File: config.mk
export PLATFORM = sky130hd
export DESIGN_NAME = fetch_sequencer
export DESIGN_NICKNAME = d
export VERILOG_FILES = /design/src/rtl/fetch_sequencer_pkg.sv /design/src/rtl/fetch_sequencer.sv
export SDC_FILE = /design/constraint.sdc
export NUM_CORES = 1
export LEC_CHECK = 0
export BUFFER_PORTS_ARGS = -buffer_cell sky130_fd_sc_hd__buf_2
export CORE_ASPECT_RATIO = 0.5
export CORE_UTILIZATION = 30
export CTS_BUF_LIST = sky130_fd_sc_hd__clkbuf_4 sky130_fd_sc_hd__clkbuf_8
export CTS_CLUSTER_DIAMETER = 120
export DETAILED_ROUTE_END_ITERATION = 12
export PLACE_DENSITY = 0.64
export RECOVER_POWER = 100
export SLEW_MARGIN = 0
export SYNTH_ARGS = -nofsm -noshare
export SYNTH_HDL_FRONTEND = slang
export SYNTH_SLANG_ARGS = --single-unit
File: constraint.sdc
create_clock -name clk -period 3.8 [get_ports clk]
set_clock_uncertainty 0.15 [all_clocks]
set_input_delay 0.76 -clock clk [delete_from_list [all_inputs] [get_ports clk]]
set_output_delay 0.76 -clock clk [all_outputs]
set_load 0.005 [all_outputs]
File: src/rtl/fetch_sequencer_pkg.sv
// Shared types and constants for the instruction fetch sequencer and its decoder.
package fetch_sequencer_pkg;

  localparam int DEF_PC_W    = 12;
  localparam int DEF_INSTR_W = 16;

  typedef enum logic [2:0] {
    ST_IDLE,
    ST_FETCH,
    ST_DECODE,
    ST_EXECUTE,
    ST_HALT
  } fs_state_e;

  localparam logic [3:0] OP_NOP  = 4'h0;
  localparam logic [3:0] OP_LOAD = 4'h1;
  localparam logic [3:0] OP_SET  = 4'h2;
  localparam logic [3:0] OP_ADD  = 4'h3;
  localparam logic [3:0] OP_MULT = 4'h4;
  localparam logic [3:0] OP_JNZ  = 4'h5;
  localparam logic [3:0] OP_JZ   = 4'h6;
  localparam logic [3:0] OP_JMP  = 4'h7;

  // The upper half of the opcode space is reserved.
  function automatic logic op_is_illegal(input logic [3:0] op);
    return op[3];
  endfunction

endpackage

File: src/rtl/fetch_sequencer.sv
// Fetch/decode/execute sequencer: fetches instruction words, holds them in IR
// and strobes exec_en once per executed instruction.
module fetch_sequencer
  import fetch_sequencer_pkg::*;
#(
  parameter int PC_W    = DEF_PC_W,
  parameter int INSTR_W = DEF_INSTR_W
) (
  input  logic               clk,
  input  logic               rst,
  input  logic               start,
  output logic               imem_req,
  output logic [PC_W-1:0]    imem_addr,
  input  logic               imem_ack,
  input  logic [INSTR_W-1:0] imem_rdata,
  output logic [3:0]         opcode,
  output logic [PC_W-1:0]    operand,
  input  logic               pc_load,
  output logic               exec_en,
  output logic [PC_W-1:0]    pc,
  output logic               halted,
  output logic               illegal
);

  fs_state_e          state, state_nxt;
  logic [INSTR_W-1:0] ir, ir_nxt;
  logic [PC_W-1:0]    pc_nxt;
  logic               illegal_nxt;

  always_ff @(posedge clk or posedge rst) begin
    if (rst) begin
      state   <= ST_IDLE;
      pc      <= '0;
      ir      <= '0;
      illegal <= 1'b0;
    end else begin
      state   <= state_nxt;
      pc      <= pc_nxt;
      ir      <= ir_nxt;
      illegal <= illegal_nxt;
    end
  end

  // Strobes decode straight from state so reset kills them in the same cycle.
  always_comb begin
    state_nxt   = state;
    pc_nxt      = pc;
    ir_nxt      = ir;
    illegal_nxt = illegal;
    imem_req    = 1'b0;
    exec_en     = 1'b0;
    halted      = 1'b0;
    unique case (state)
      ST_IDLE, ST_HALT: begin
        halted = (state == ST_HALT);
        if (start) begin
          pc_nxt      = '0;
          illegal_nxt = 1'b0;
          state_nxt   = ST_FETCH;
        end
      end
      ST_FETCH: begin
        imem_req = 1'b1;
        if (imem_ack) begin
          ir_nxt    = imem_rdata;
          state_nxt = ST_DECODE;
        end
      end
      ST_DECODE: begin
        if (opcode == OP_NOP) begin
          state_nxt = ST_HALT;
        end else if (op_is_illegal(opcode)) begin
          illegal_nxt = 1'b1;
          state_nxt   = ST_HALT;
        end else begin
          state_nxt = ST_EXECUTE;
        end
      end
      ST_EXECUTE: begin
        exec_en   = 1'b1;
        pc_nxt    = pc_load ? operand : pc + PC_W'(1);
        state_nxt = ST_FETCH;
      end
      default: state_nxt = ST_IDLE;
    endcase
  end

  assign imem_addr = pc;
  assign opcode    = ir[INSTR_W-1 -: 4];
  assign operand   = ir[PC_W-1:0];

endmodule
=== Yosys cells after proc, flatten, opt, wreduce, memory -nomap -nowiden ===
Index checks and enable logic that the tools add are counted.

* Flip-flop bits (word level): 32
* Bits of input ports: 21
* Output and inout port bits: 44
* Logic and storage cells: 37

* $add $sub $neg: 1
* Eq/ne operators: 8
* Muxes and demuxes: 15
* Reduce and logical (&&, ||, !) cells: 9

{| class="wikitable"
|+ Operators with widths
! kind !! number
|-
| $mux 12 || 2
|-
| $pmux 12 s2 || 1
|-
| $add 12x1->12 const B || 1
|-
| $mux 3 || 4
|-
| $pmux 3 s4 || 1
|-
| $ne 2x2->1 const B || 4
|-
| $eq 3x2->1 const B || 2
|-
| $mux 1 || 6
|-
| $reduce_and 2->1 || 3
|-
| $logic_not 4->1 || 1
|-
| $reduce_and 4->1 || 1
|-
| $reduce_bool 2->1 || 2
|-
| $eq 3x1->1 const B || 1
|-
| $eq 3x3->1 const B || 1
|-
| $logic_not 3->1 || 1
|-
| $pmux 1 s2 || 1
|-
| $reduce_or 2->1 || 1
|}

=== Longest topological paths before layout ===
* Depth in word-level cells: 4
* Gate-level depth with buffers: 6
* Mapped depth without buffers: 5

=== Least setup slack after synthesis ===
No wires, ideal clock.

* Kind: input -> register
* From: input port imem_ack
* To: register ir[0]
* Library setup time: 0.125 ns
* Data arrival time: 1.592 ns
* Data required time: 3.525 ns
* Path slack: 1.933 ns
* Stages on the path: 4
* Path buffers: 1
* Path through: nand2_1 > nor2_2 > buf_4 > mux2_2

* Cells in the longest elaborated chain, start to end: 1

{| class="wikitable"
|+ RTL lines
! what !! RTL line !! RTL
|-
| from (decl) || fetch_sequencer.sv:14 || <nowiki>input logic imem_ack,</nowiki>
|-
| $reduce_and 2->1 (no source line) || - ||
|-
| to (signal assigned) || fetch_sequencer.sv:39 || <nowiki>ir <= ir_nxt;</nowiki>
|-
| to (decl) || fetch_sequencer.sv:26 || <nowiki>logic [INSTR_W-1:0] ir, ir_nxt;</nowiki>
|}

Every way passes these cells.
A chain may end at the register's enable or synchronous reset.

=== Final worst setup path ===
* From: register state[1]
* To: register ir[13]

* Cells in the longest elaborated chain, start to end: 2

{| class="wikitable"
|+ RTL lines
! what !! RTL line !! RTL
|-
| from (decl) || fetch_sequencer.sv:25 || <nowiki>fs_state_e state, state_nxt;</nowiki>
|-
| from (signal assigned) || fetch_sequencer.sv:37 || <nowiki>state <= state_nxt;</nowiki>
|-
| $eq 3x1->1 || fetch_sequencer.sv:53 || <nowiki>unique case (state)</nowiki>
|-
| $reduce_and 2->1 (no source line) || - ||
|}

Every way passes these cells.

==> metrics <==
P_leak=0.9147 nW; die extent in y=54.96 um; Max rail drop VDD=0.2699 mV; Period Utilization, post-route=65.30%; area added between synthesis and finish=20.60%; CP startpoint=state[1]$_DFFE_PP0P_; H-tree Lvls=2; Clock Latency Late Sink=0.28 ns; largest net degree at the start of global routing=33; post-synth net total=187; Stages on worst setup path=4; Pwr per Cell Area=802.9 nW/um^2; clock sinks=32; die area=5931 sq um; drt via density=4.882; Buf/Inv on CP=1; RR Startpoint=state[1]$_DFFE_PP0P_; Synth Register Bits=32; Pre-antenna DRT Iters=4; Root Driver=clkbuf_8; setup TNS=0 ns; Fin. Hold Viols=0; synth warn=0; CP Launch Type=flip-flop; 1st-iter DRT viols=76; Seq/Total Area, Yosys=47.58%; minimum clock period=2.481 ns; WL/cell=13.25 um; setup ws final=1.319 ns; Critical Setup Path Class=flip-flop to flip-flop; CP top delay family=simple AND/OR/NAND/NOR gates; worst reg2reg endpoint=ir[13]$_DFFE_PP0P_; via count=1411; grt total ovfl=0; IO Port Bufs=64; Slowest-stage cell, CP=nor2_1; ratio of cells with drive above 1 in the final layout=31.05%; CTS clk-pin slew, worst paths=0.07 ns; # Post-CTS Setup Buffers=0; RSZ-0062 raised after global routing=false; final wirelength=3829 um; CP max FO=16; CP Capture Type=flip-flop; synth unique cells=37; slew at the pin closest to its max-slew limit=1.675 ns; CTS Hold Bufs=0; # fillers=536; Slew Limit Fails=33; worst slack, placed=1.489 ns; Worst Setup EP=ir[13]$_DFFE_PP0P_; Residual DRC=0; vias in the first global route=1213; HP Start=ir[4]$_DFFE_PP0P_; Hold Path Class=flip-flop to flip-flop; max cap viols=1; initial antenna violation count=0; CP cell instances=inv_1 > nand2_1 > nor2_1 > mux2_2; outcome=finished with violations; CTS tree=done; failing checks=max-capacitance violations, max-slew violations; worst path required time=3.81 ns; final setup vio count=0; HPWL after detailed placement=2780 um; first-pass GRT wire length=5899 um; initial core utilization=32.63%; Core ar.=5157 sq um; DRT antenna net count=0; die width=107.9 um; worst path arrival time=2.50 ns; IO Pins=65; Worst path max stage delay=1.06 ns; Max Root-Sink Buffers=2; CTS buffer count=5; post-synthesis cell area=1683 sq um; post-cts resize count=0; Max Fclk=0.4030 GHz; row cnt=18; r2r worst-path depth=4; worst reg-to-reg setup slack=1.32 ns; headroom to the max-slew limit=-11.68%; Final Net Count=240; n_diodes=0; Syn Inst Count=165; Mean Syn Cell Area=10.20 sq um; GPL Wtd Cong=0.7927; total track usage=13.50%
registers in the layout (all words and copies together) (netlist names):
name       count
ir            16
imem_addr     12
state          3
illegal        1
stage by stage:
step / utilization (%) / cell area, sq um / hold slack [ns] / power (mW) / cells
2_1_floorplan: - / 1683 / 0.3503 / 1.135 / 165
3_3_place_gp: 37.89 / 1954 / 0.3693 / 1.327 / 281
3_5_place_dp: 37.89 / 1954 / 0.3722 / 1.355 / 281
4_1_cts: 40.05 / 2066 / 0.3884 / 1.686 / 289
5_1_grt: 39.35 / 2029 / 0.4093 / 1.771 / 289
6_report: 39.35 / 2029 / 0.3866 / 1.629 / 289
placed cells by master (no fill, tap or decap), types with 3 or more instances in the layout:
cell type	count
o21ai_0	20
inv_1	4
mux2_2	16
nand2_1	6
clkbuf_8	5
clkbuf_1	23
a22oi_1	4
nor3_1	6
nor2_1	14
buf_2	39
nand3_1	5
o2bb2ai_1	3
dfrtp_1	32
a21oi_1	9
kinds of logic after synthesis:
| group | after synthesis | synth area share [%] |
|---|---|---|
| and+or+nand+nor | 49 | 15.99 |
| adders and majority gates | 1 | 0.7434 |
| DFF | 32 | 47.58 |
| buffers and inverters | 23 | 9.442 |
| AOI/OAI and AO/OA | 43 | 14.94 |
| muxes | 17 | 11.30 |
cells in the mapped netlist:
cell type	count	share of area (%)
buf_6	3	2.0
o21ai_0	14	4.2
and2_1	1	0.37
and3_2	1	0.45
buf_4	13	5.8
mux2i_1	1	0.59
or4_1	1	0.45
or3_1	1	0.37
a32oi_1	2	1.0
or3b_1	1	0.52
dfrtp_1	32	48
o2bb2ai_1	3	1.6
a22oi_1	4	1.8
nand4bb_1	1	0.67
nand2b_1	1	0.37
nand3_1	5	1.5
nor2_1	13	2.9
buf_2	1	0.30
and4_2	1	0.59
clkbuf_1	2	0.45
ha_1	1	0.74
a21oi_1	9	2.7
nor4_1	2	0.74
o21ai_1	8	2.4
mux2_2	16	11
nand3b_1	1	0.45
nand4_1	1	0.37
inv_1	4	0.89
nor2_2	1	0.37
nor3b_1	2	0.89
nand4_2	1	0.74
a22o_2	1	0.59
nand2_1	6	1.3
nor3_1	6	1.8
nor2b_1	1	0.37
and3_1	2	0.74
a31oi_1	2	0.74
metal layers:
| metal | share of wire, % | up-vias | track usage (%) |
|---|---|---|---|
| li1 | - | 694 | - |
| met1 | 46 | 668 | 17.26 |
| met2 | 47 | 47 | 22.33 |
| met3 | 5.5 | 2 | 2.927 |
| met4 | 0.76 | 0 | 6.849 |
| met5 | 0 | - | 0 |
area by class of cell:
class,count,area (sq um),share of cell area (%)
Clock buffer,5,68.82,3.391
Clock inverter,3,42.54,2.096
Inverter,4,15.01,0.7398
Multi-Input combinational cell,110,720.7,35.51
Sequential cell,32,800.8,39.46
Tap cell,70,87.58,4.316
Timing Repair Buffer,65,294.0,14.49
worst min path at each step:
stage,endpoint,cells after the start
finish,ir[4]$_DFFE_PP0P_,1
CTS,ir[4]$_DFFE_PP0P_,1
floorplan,state[1]$_DFFE_PP0P_,1
global placement,ir[14]$_DFFE_PP0P_,1
global route,ir[2]$_DFFE_PP0P_,1
detailed placement,ir[4]$_DFFE_PP0P_,1
power breakdown:
part | internal [mW] | total (mW) | switching, mW
logic | 0.309 | 0.599 | 0.290
clock network | 0.194 | 0.324 | 0.130
registers | 0.504 | 0.706 | 0.202
total | 1.01 | 1.63 | 0.622
Note: power is estimated with default switching activity, not from simulation.
